[src/rtl/x_micro_scope_reader_if.sv]
// Scope-reader bus bundle: request/status, scope capture memory port and the
// downstream byte stream. master = reader, slave = scope + serializer side.
interface x_micro_scope_reader_if #(
   parameter int ADDR_W = 11,
   parameter int DATA_W = 32
);
   logic              i_go;
   logic              o_start;
   logic              i_busy;
   logic              o_ren;
   logic [ADDR_W-1:0] o_raddr;
   logic [DATA_W-1:0] i_rdata;
   logic [7:0]        o_tx_data;
   logic              o_tx_valid;
   logic              i_tx_ready;
   logic              o_active;
   logic              o_done;

   modport master (
      input  i_go, i_busy, i_rdata, i_tx_ready,
      output o_start, o_ren, o_raddr, o_tx_data, o_tx_valid, o_active, o_done
   );

   modport slave (
      output i_go, i_busy, i_rdata, i_tx_ready,
      input  o_start, o_ren, o_raddr, o_tx_data, o_tx_valid, o_active, o_done
   );
endinterface

[src/rtl/x_micro_scope_reader.sv]
// Arms a micro scope, waits out its capture, then drains the whole capture
// memory word by word as a little-endian byte stream.
//
// state     | meaning
// ----------+-----------------------------------------------------------
// IDLE      | waiting for i_go
// ARM       | o_start pulse to the scope
// WAIT_RISE | wait for capture to start (busy high) or 4-cycle timeout
// WAIT_FALL | wait for capture to finish, then restart address at 0
// READ      | o_ren for the current address
// LATCH     | capture i_rdata into the shift register
// SEND      | present bytes LSB first, shift on each accepted byte
// DONE      | o_done pulse, back to IDLE
module x_micro_scope_reader #(
   parameter int ADDR_W = 11,
   parameter int DATA_W = 32
) (
   input  logic                   i_clk,
   input  logic                   i_nrst,
   x_micro_scope_reader_if.master bus
);
   localparam int BYTES  = DATA_W / 8;
   localparam int BCNT_W = (BYTES > 1) ? $clog2(BYTES) : 1;
   localparam logic [BCNT_W-1:0] BCNT_LOAD = BCNT_W'(BYTES - 1);
   localparam logic [ADDR_W-1:0] ADDR_LAST = '1;
   localparam logic [1:0]        RISE_TMO  = 2'd3;

   typedef enum logic [2:0] {
      IDLE, ARM, WAIT_RISE, WAIT_FALL, READ, LATCH, SEND, DONE
   } state_t;

   state_t            state, state_nxt;
   logic [1:0]        tmr, tmr_nxt;
   logic [ADDR_W-1:0] addr, addr_nxt;
   logic [BCNT_W-1:0] bcnt, bcnt_nxt;
   logic [DATA_W-1:0] shreg, shreg_nxt;

   always_ff @(posedge i_clk or negedge i_nrst) begin
      if (!i_nrst) begin
         state <= IDLE;
         tmr   <= '0;
         addr  <= '0;
         bcnt  <= '0;
         shreg <= '0;
      end else begin
         state <= state_nxt;
         tmr   <= tmr_nxt;
         addr  <= addr_nxt;
         bcnt  <= bcnt_nxt;
         shreg <= shreg_nxt;
      end
   end

   always_comb begin
      state_nxt = state;
      tmr_nxt   = tmr;
      addr_nxt  = addr;
      bcnt_nxt  = bcnt;
      shreg_nxt = shreg;
      case (state)
         IDLE: begin
            if (bus.i_go) state_nxt = ARM;
         end
         ARM: begin
            tmr_nxt   = RISE_TMO;
            state_nxt = WAIT_RISE;
         end
         WAIT_RISE: begin
            // busy may never be seen if the capture completes very quickly
            if (bus.i_busy || tmr == '0) state_nxt = WAIT_FALL;
            else                         tmr_nxt   = tmr - 2'd1;
         end
         WAIT_FALL: begin
            if (!bus.i_busy) begin
               addr_nxt  = '0;
               state_nxt = READ;
            end
         end
         READ: begin
            state_nxt = LATCH;
         end
         LATCH: begin
            shreg_nxt = bus.i_rdata;
            bcnt_nxt  = BCNT_LOAD;
            state_nxt = SEND;
         end
         SEND: begin
            if (bus.i_tx_ready) begin
               if (bcnt != '0) begin
                  shreg_nxt = shreg >> 8;
                  bcnt_nxt  = bcnt - 1'b1;
               end else if (addr == ADDR_LAST) begin
                  state_nxt = DONE;
               end else begin
                  addr_nxt  = addr + 1'b1;
                  state_nxt = READ;
               end
            end
         end
         DONE: begin
            state_nxt = IDLE;
         end
         default: state_nxt = IDLE;
      endcase
   end

   // address only moves on the way into READ, so o_raddr holds between reads
   assign bus.o_raddr    = addr;
   assign bus.o_tx_data  = shreg[7:0];
   assign bus.o_start    = (state == ARM);
   assign bus.o_ren      = (state == READ);
   assign bus.o_tx_valid = (state == SEND);
   assign bus.o_done     = (state == DONE);
   assign bus.o_active   = (state != IDLE);
endmodule

[src/flat_wrapper.sv]
// flat-port wrapper written by rule: the top's interface ports become plain ports
module x_micro_scope_reader_flat 
#(
   parameter int ADDR_W = 11,
   parameter int DATA_W = 32
)
  (i_clk, i_nrst, bus_i_go, bus_i_busy, bus_i_rdata, bus_i_tx_ready, bus_o_start, bus_o_ren, bus_o_raddr, bus_o_tx_data, bus_o_tx_valid, bus_o_active, bus_o_done);
  x_micro_scope_reader_if #(.ADDR_W(ADDR_W), .DATA_W(DATA_W)) bus_i ();
  input  logic i_clk;
  input  logic i_nrst;
  input wire logic [$bits(bus_i.i_go)-1:0] bus_i_go;
  input wire logic [$bits(bus_i.i_busy)-1:0] bus_i_busy;
  input wire logic [$bits(bus_i.i_rdata)-1:0] bus_i_rdata;
  input wire logic [$bits(bus_i.i_tx_ready)-1:0] bus_i_tx_ready;
  output wire logic [$bits(bus_i.o_start)-1:0] bus_o_start;
  output wire logic [$bits(bus_i.o_ren)-1:0] bus_o_ren;
  output wire logic [$bits(bus_i.o_raddr)-1:0] bus_o_raddr;
  output wire logic [$bits(bus_i.o_tx_data)-1:0] bus_o_tx_data;
  output wire logic [$bits(bus_i.o_tx_valid)-1:0] bus_o_tx_valid;
  output wire logic [$bits(bus_i.o_active)-1:0] bus_o_active;
  output wire logic [$bits(bus_i.o_done)-1:0] bus_o_done;
  assign bus_i.i_go = bus_i_go;
  assign bus_i.i_busy = bus_i_busy;
  assign bus_i.i_rdata = bus_i_rdata;
  assign bus_i.i_tx_ready = bus_i_tx_ready;
  assign bus_o_start = bus_i.o_start;
  assign bus_o_ren = bus_i.o_ren;
  assign bus_o_raddr = bus_i.o_raddr;
  assign bus_o_tx_data = bus_i.o_tx_data;
  assign bus_o_tx_valid = bus_i.o_tx_valid;
  assign bus_o_active = bus_i.o_active;
  assign bus_o_done = bus_i.o_done;
  x_micro_scope_reader #(.ADDR_W(ADDR_W), .DATA_W(DATA_W)) u_core (.i_clk(i_clk), .i_nrst(i_nrst), .bus(bus_i));
endmodule
[config.mk]
export PLATFORM = sky130hd
export DESIGN_NAME = x_micro_scope_reader_flat
export DESIGN_NICKNAME = d
export VERILOG_FILES = /design/src/rtl/x_micro_scope_reader_if.sv /design/src/rtl/x_micro_scope_reader.sv /design/src/flat_wrapper.sv
export SDC_FILE = /design/constraint.sdc
export NUM_CORES = 1
export LEC_CHECK = 0
export ABC_CLOCK_PERIOD_IN_PS = 3320
export BUFFER_PORTS_ARGS = -buffer_cell sky130_fd_sc_hd__buf_4
export CAP_MARGIN = 25
export CORE_MARGIN = 3
export CORE_UTILIZATION = 35
export DETAILED_ROUTE_END_ITERATION = 6
export PLACE_DENSITY = 0.58
export SETUP_SLACK_MARGIN = 0.1
export SLEW_MARGIN = 10
export SYNTH_ARGS = -nofsm -noshare
export SYNTH_HDL_FRONTEND = slang
export SYNTH_SLANG_ARGS = --single-unit
[constraint.sdc]
create_clock -name i_clk -period 3.32 [get_ports i_clk]
set_input_delay 0.664 -clock i_clk [delete_from_list [all_inputs] [get_ports i_clk]]
set_output_delay 0.664 -clock i_clk [all_outputs]
set_load 0.03 [all_outputs]
# Word-level counts from Yosys, hierarchy flattened

Cells that the tools add are included.

Add/subtract/negate cells: 3
Multiply operators: 0
Magnitude comparators: 0
Multiplexer cells: 20
Equality and inequality tests: 16
Shifts and indexed selects: 0
Divide/modulo/power cells: 0
Bitwise gates (word level): 0
Reductions and logical operators: 12

Operators with widths:

| cell                    | number |
|---|---|
| $mux W32                | 2 |
| $pmux W32 S2            | 1 |
| $mux W11                | 4 |
| $pmux W3 S8             | 1 |
| $pmux W11 S2            | 1 |
| $mux W3                 | 5 |
| $eq A3 B3 Y1 const B    | 4 |
| $ne A2 B2 Y1 const B    | 6 |
| $add A11 B1 Y11 const B | 1 |
| $eq A11 B11 Y1 const B  | 1 |
| $reduce_and A5 Y1       | 2 |
| $mux W2                 | 4 |
| $pmux W2 S2             | 2 |
| $reduce_bool A2 Y1      | 4 |
| $eq A3 B2 Y1 const B    | 2 |
| $ne A2 B1 Y1 const B    | 2 |
| $sub A2 B1 Y2 const B   | 2 |
| $eq A3 B1 Y1 const B    | 1 |
| $logic_not A3 Y1        | 1 |
| $reduce_and A3 Y1       | 1 |
| $reduce_bool A3 Y1      | 1 |
| $logic_not A2 Y1        | 1 |
| $reduce_and A2 Y1       | 1 |
| $logic_or A1 B1 Y1      | 1 |

Output and inout bits: 24
Latch bits: 0
Memory bits (writable): 0
Memories kept: 0
ROM bits: 0
Bits in registers: 50

# Logic depth before layout (Yosys ltp)

Gate-level depths: netlist of run 1.

Depth after elaboration: 5
Gate-level depth with buffers: 7

# Worst setup path before layout of run 1

OpenSTA, ideal clock, no wires.

Kind: reg2out
Start: reg u_core.state[2]
End: out bus_o_ren
Required time: 2.656 ns
Arrival: 1.474 ns
Stages on the path, launching flop included: 4
Slack: 1.182 ns
Path buffers: 2
Cells stage by stage: dfrtp_1 buf_4 clkbuf_1 nor3b_1

Longest elaborated chain between the ends: 1

Ends and longest elaborated chain:

| element                  | RTL line                    | source |
|---|---|---|
| start: declaration       | x_micro_scope_reader.sv:32  | `state_t state, state_nxt;` |
| start signal: assignment | x_micro_scope_reader.sv:46  | `state <= state_nxt;` |
| $eq A3 B3 Y1             | x_micro_scope_reader.sv:111 | `assign bus.o_ren = (state == READ);` |
| end: declaration         | flat_wrapper.sv:16          | `output wire logic [$bits(bus_i.o_ren)-1:0] bus_o_ren;` |

No other way between the ends.

# Worst setup path after layout of run 1

Start: reg u_core.state[2]
End: out bus_o_tx_valid

Longest elaborated chain between the ends: 1

Ends and longest elaborated chain:

| element          | RTL line                    | source |
|---|---|---|
| $eq A3 B3 Y1     | x_micro_scope_reader.sv:112 | `assign bus.o_tx_valid = (state == SEND);` |
| end: declaration | flat_wrapper.sv:19          | `output wire logic [$bits(bus_i.o_tx_valid)-1:0] bus_o_tx_valid;` |

No other way between the ends.

==> results of run 1 <==
## final cells by class
cell class | instances | share of cell area, %
clock buffers | 5 | 2.19
inverters | 8 | 0.955
clock inverters | 3 | 1.51
multi-input cells | 203 | 37.0
flip-flops and latches | 50 | 39.8
repair buffers | 62 | 14.8
well taps | 96 | 3.82
## power by group through the flow
stage	registers, mW	logic (mW)	clock network, mW
detailed placement	1.04	1.00	0
floorplan	0.954	0.904	0
global route	1.07	1.13	0.488
finish	1.03	0.991	0.453
CTS	1.03	1.00	0.472
global placement	1.04	0.981	0
## worst register-to-register path: cells and delay by family (launching register included)
family	cells	cell delay [ns]
AO/OA/AOI/OAI	2	0.95
flip-flops	1	0.67
AND/OR/NAND/NOR	2	0.55
## Yosys cell counts (all sizes together), types with 3 or more instances
cell    count
buf        20
a31oi      31
nor2       36
nand2      60
o31ai       3
o21ai      10
a21oi      11
nor3        5
ha          3
clkbuf      6
dfrtp      50
a22o        8
inv         8
nor4        3
nand3       4
## sequential cells by signal, indices dropped and copies added, names as in the netlist
signal	flops
u_core.bcnt	2
u_core.bus.o_raddr	11
u_core.shreg	32
u_core.state	3
u_core.tmr	2
## layer usage
metal  global-route usage (%)  part of all wire, %
met5                        0                    0
met4                     4.33                  1.1
met3                     3.77                  5.2
met2                     22.1                   46
met1                     20.3                   48
## metrics by stage
step | instances | power [mW]
floorplan | 287 | 1.86
global placement | 419 | 2.02
detailed placement | 419 | 2.05
CTS | 427 | 2.51
global route | 427 | 2.69
finish | 427 | 2.47
## kinds of logic after synthesis
kind of cell               share of synthesized area, %
muxes                                             0.385
AOI/OAI and AO/OA                                  19.0
adders and majority gates                          1.44
buffers and inverters                              7.17
and+or+nand+nor                                    23.9
DFF                                                48.1
## final timing paths
kind                                              start                           endpoint  slack (ns)  depth (start not counted)
setup / recovery            u_core.state[2]$_DFFE_PN0P_                     bus_o_tx_valid        0.86                          4
hold / removal                                   i_nrst  u_core.bus.o_raddr[8]$_DFFE_PN0P_        0.36                          1
setup reg to reg            u_core.state[2]$_DFFE_PN0P_       u_core.shreg[16]$_DFFE_PN0P_        1.07                          4
hold reg to reg            u_core.shreg[31]$_DFFE_PN0P_       u_core.shreg[31]$_DFFE_PN0P_        0.51                          1
max in group asynchronous                        i_nrst       u_core.shreg[11]$_DFFE_PN0P_        2.52                          1
min in group i_clk         u_core.shreg[31]$_DFFE_PN0P_       u_core.shreg[31]$_DFFE_PN0P_        0.51                          1
==> run metrics, run 1 <==
status=completed; Die Wd=around 90 µm; PD cells=between 700 and 800 mW/mm²; first-pass GRT wire length=about 10000 µm; CP max stage cell=dfrtp_1; Fin. Hold Viols=0; P_leak=roughly 1.5 nW; Final setup viols=0; DR WL/cell=roughly 14 µm; YS warnings=0; Reg power frac=between 40% and 50%; Worst path top cell family by delay=flip-flops; Buf+Inv Stages, Crit Path=3; fin util=45.1%; GRT Overall Usage=between 10% and 20%; area occupied by multi-input gates=between 0.001 and 0.0015 mm²; layout cells sized above 1=between 20% and 30%; clock sink total=50; Crit path required time=approximately 2.7 ns; CTS root buf=clkbuf_8; Starting Density=between 30 and 40%; Clock Path Buffers=2; Cell Chain, Critical Path=nand3b_4 > buf_4 > inv_1 > buf_4; nets=370; Syn-to-layout area delta=21.0%; clock slew at reported path FFs=about 0.1 ns; worst slew pin tran=0.820 ns; DR pass1 iterations=4; Synth cell types=46; post-synth top area share=a little under 50%; setup ws final=between 0.8 and 0.9 ns; Hold Crit Class=in -> async; crit path kind=reg -> out; crit path capture type=output port; sequential share of the synthesized area=between 40 and 50%; syn_area_per_cell=just over 9 µm²; crit start category=register; I/O pins=slightly above 60; Fmax=roughly 0.41 GHz; Final period util=between 70% and 80%; ys flop type=dfrtp_1; most common cell after layout, fill and taps aside=buf_4; # fillers=733; TritonCTS clock tree=built; Yosys reg bits=50; Rel. slew slack=about 45%; post-cts resize count=0; Arr. time, crit path=1.80 ns; synth top area cells=dfrtp_1 (48%), nand2_1 (8.5%), a31oi_1 (7.5%), nor2_1 (5.2%), buf_4 (4.0%); Reg area=between 0.001 and 0.0015 mm²; vias in the first global route=between 2000 and 2500; setup TNS=0 ns; DRT iter0 DRCs=between 100 and 150; global route overflow=0; Core ar.=roughly 0.007 mm²; CP Max Fanout=26; max-slew violation count=0; Post-Place Worst Slack=approximately 1.1 ns; final instance area=0.00315 mm²; hold slack=approximately 0.36 ns; CP most frequent cell=buf_4; drt total wl=just under 6000 µm; P_int=1.48 mW; cell count after synthesis=287; Max Cap Violations=0; cell taking the most area after synthesis=dfrtp_1; die height=approximately 92 µm; Clk Latency, worst-skew pair=about 0.31 ns; cell area after synthesis=between 0.002 and 0.003 mm²; CTS buffer count=5; input/output buffers=60; unrepaired setup endpoints after global routing=no; largest net degree at the start of global routing=51; GP Congestion=0.758; Syn Nets=around 330; initial antenna violation count=0; via/cell ratio=between 4 and 5; # diodes=0; Net Sw Power=about 1 mW; Post-synth EDFFs=0; ANT nets after route=0; Clock power frac=18.3%; Post-Route Skew=0.00381 ns; placed cell area=about 0.0030 mm²; commonest non-fill, non-tap cells in the layout=buf_4 (62), nand2_1 (59), dfrtp_1 (50); cts hold-fix bufs=0; CP max stage delay=~0.67 ns; ys async rst share=100%; Comb power frac=around 40%; Max IR drop VDD=357 µV; switch share=about two fifths; via count=2131; FP Rows=30; die area=between 0.008 and 0.009 mm²; postcts setup bufs=0; Final min period=around 2.5 ns; Residual DRC=0; H-tree levels=2; Detailed Place HPWL=about 4000 µm
Note: power is estimated with default switching activity, not from simulation.
==> run 2, diff against run 1 <==
ABC_CLOCK_PERIOD_IN_PS = 2000   (was 3320)
PLACE_DENSITY = 0.6   (was 0.58)
clock period = 2 ns   (was 3.32 ns; I/O delays follow)
==> run metrics, run 2 (synthesis gave the netlist of run 1 again) <==
via/cell ratio=5.00; Design Power=4.24 mW; largest net degree at the start of global routing=slightly above 50; clock sink total=50; status=completed; Rel. slew slack=between 50% and 60%; CP max stage cell=dfrtp_2; Post-Place Worst Slack=around 0.24 ns; Top reg by flops=u_core.shreg; Fin. Hold Viols=0; crit start category=register; Buf+Inv Stages, Crit Path=2; crit path kind=reg -> out; vias in the first global route=approximately 2100; worst slew pin tran=~0.65 ns; # diodes=0; Starting Density=a little under two fifths; GP Congestion=0.833; # fillers=slightly above 700; max-slew violation count=0; crit path capture type=output port; Fmax=around 0.55 GHz; Die Wd=92.2 µm; Residual DRC=0; PD cells=~1300 mW/mm²; FP Rows=30; CP Max Fanout=11; Cell Chain, Critical Path=buf_4 > or3_1 > buf_4; Clk Latency, worst-skew pair=~0.31 ns; layout cells sized above 1=27.5%; I/O pins=between 60 and 70; TritonCTS clock tree=built; Worst path top cell family by delay=flip-flops; CTS root buf=clkbuf_8; Detailed Place HPWL=4090 µm; Final setup viols=0; fin util=between 40% and 50%; H-tree levels=2; CTS buffer count=5; final cell count without fillers=approximately 430; Crit path required time=1.60 ns; global route overflow=0; GRT Overall Usage=between 10 and 15%; Final min period=~1.8 ns; drt total wl=between 5000 and 6000 µm; setup ws final=0.196 ns; Final period util=between 90% and 100%; die height=roughly 92 µm; first-pass GRT wire length=10100 µm; ANT nets after route=0; via count=about 2200; setup TNS=0 ns; DRT iter0 DRCs=roughly 120; unrepaired setup endpoints after global routing=no; most common cell after layout, fill and taps aside=buf_4; max reg flops=32; nets=about 380; Hold Crit Class=in -> async; Core ar.=about 0.0070 mm²; CP most frequent cell=buf_4; DR pass1 iterations=5; CP max stage delay=roughly 0.45 ns; input/output buffers=60; Max Cap Violations=0; Reg2Reg Setup Slack=0.27 ns; clock slew at reported path FFs=0.10 ns; Syn-to-layout area delta=24.0%; commonest non-fill, non-tap cells in the layout=buf_4 (68), nand2_1 (59), dfrtp_1 (48); DR WL/cell=approximately 14 µm; Post-Route Skew=between 0.01 and 0.015 ns; die area=between 0.008 and 0.009 mm²; P_leak=between 1.5 and 2 nW; initial antenna violation count=0; Clock Path Buffers=2; Max IR drop VDD=900 µV; Arr. time, crit path=around 1.4 ns; # placed instances=around 420
-- run 2: layer usage --
metal	global-route usage, %	part of all wire [%]	up-vias
met4	4.08	0.79	0
met3	3.69	4.7	4
met5	0	0	-
met2	22.4	45	41
li1	-	-	1108
met1	20.2	49	1019
-- run 2: worst paths after layout --
kind                                                         from                                 to  depth (start not counted)
worst max-delay path                  u_core.state[2]$_DFFE_PN0P_                       bus_o_active                          3
worst min-delay path                                       i_nrst          u_core.tmr[1]$_DFFE_PN0P_                          1
worst max register to register  u_core.bus.o_raddr[0]$_DFFE_PN0P_  u_core.bus.o_raddr[2]$_DFFE_PN0P_                          5
worst min register to register       u_core.shreg[31]$_DFFE_PN0P_       u_core.shreg[31]$_DFFE_PN0P_                          1
max in group asynchronous                                  i_nrst        u_core.state[0]$_DFFE_PN0P_                          1
min in group i_clk                                bus_i_rdata[29]       u_core.shreg[29]$_DFFE_PN0P_                          2
-- run 2: cell type report --
class                      instances  area, µm²  share of cell area (%)
sequential                        50       1250                    38.9
multi-input combinational        203       1160                    36.1
timing repair buffer              69        531                    16.5
tap                               96        120                    3.73
clock buffer                       6       82.6                    2.56
clock inverter                     2       38.8                    1.20
inverter                           8       33.8                    1.05
-- run 2: stage by stage --
| stage | hold slack [ns] | area, µm² |
|---|---|---|
| final | 0.115 | 3220 |
| after global routing | 0.158 | 3220 |
| after CTS | 0.142 | 3210 |
| after detailed placement | 0.480 | 3080 |
| after global placement | 0.481 | 3080 |
| after floorplan | 0.104 | 2600 |
-- run 2: what timing repair did --
action | 4_1_cts | 5_1_grt
hold buffers | 0 | 0
endpoints found under the setup margin | 2 | 6
buffers inserted | 1 | 1
pin swaps | 0 | 0
resized for setup | 3 | 1
hold endpoints to repair | 0 | 0
-- run 2: power by group --
| part | switching [mW] | total, mW | internal (mW) |
|---|---|---|---|
| Clock | 0.352 | 0.764 | 0.412 |
| Combinational | 1.04 | 1.81 | 0.770 |
| Sequential | 0.267 | 1.67 | 1.40 |
| Total | 1.66 | 4.24 | 2.58 |
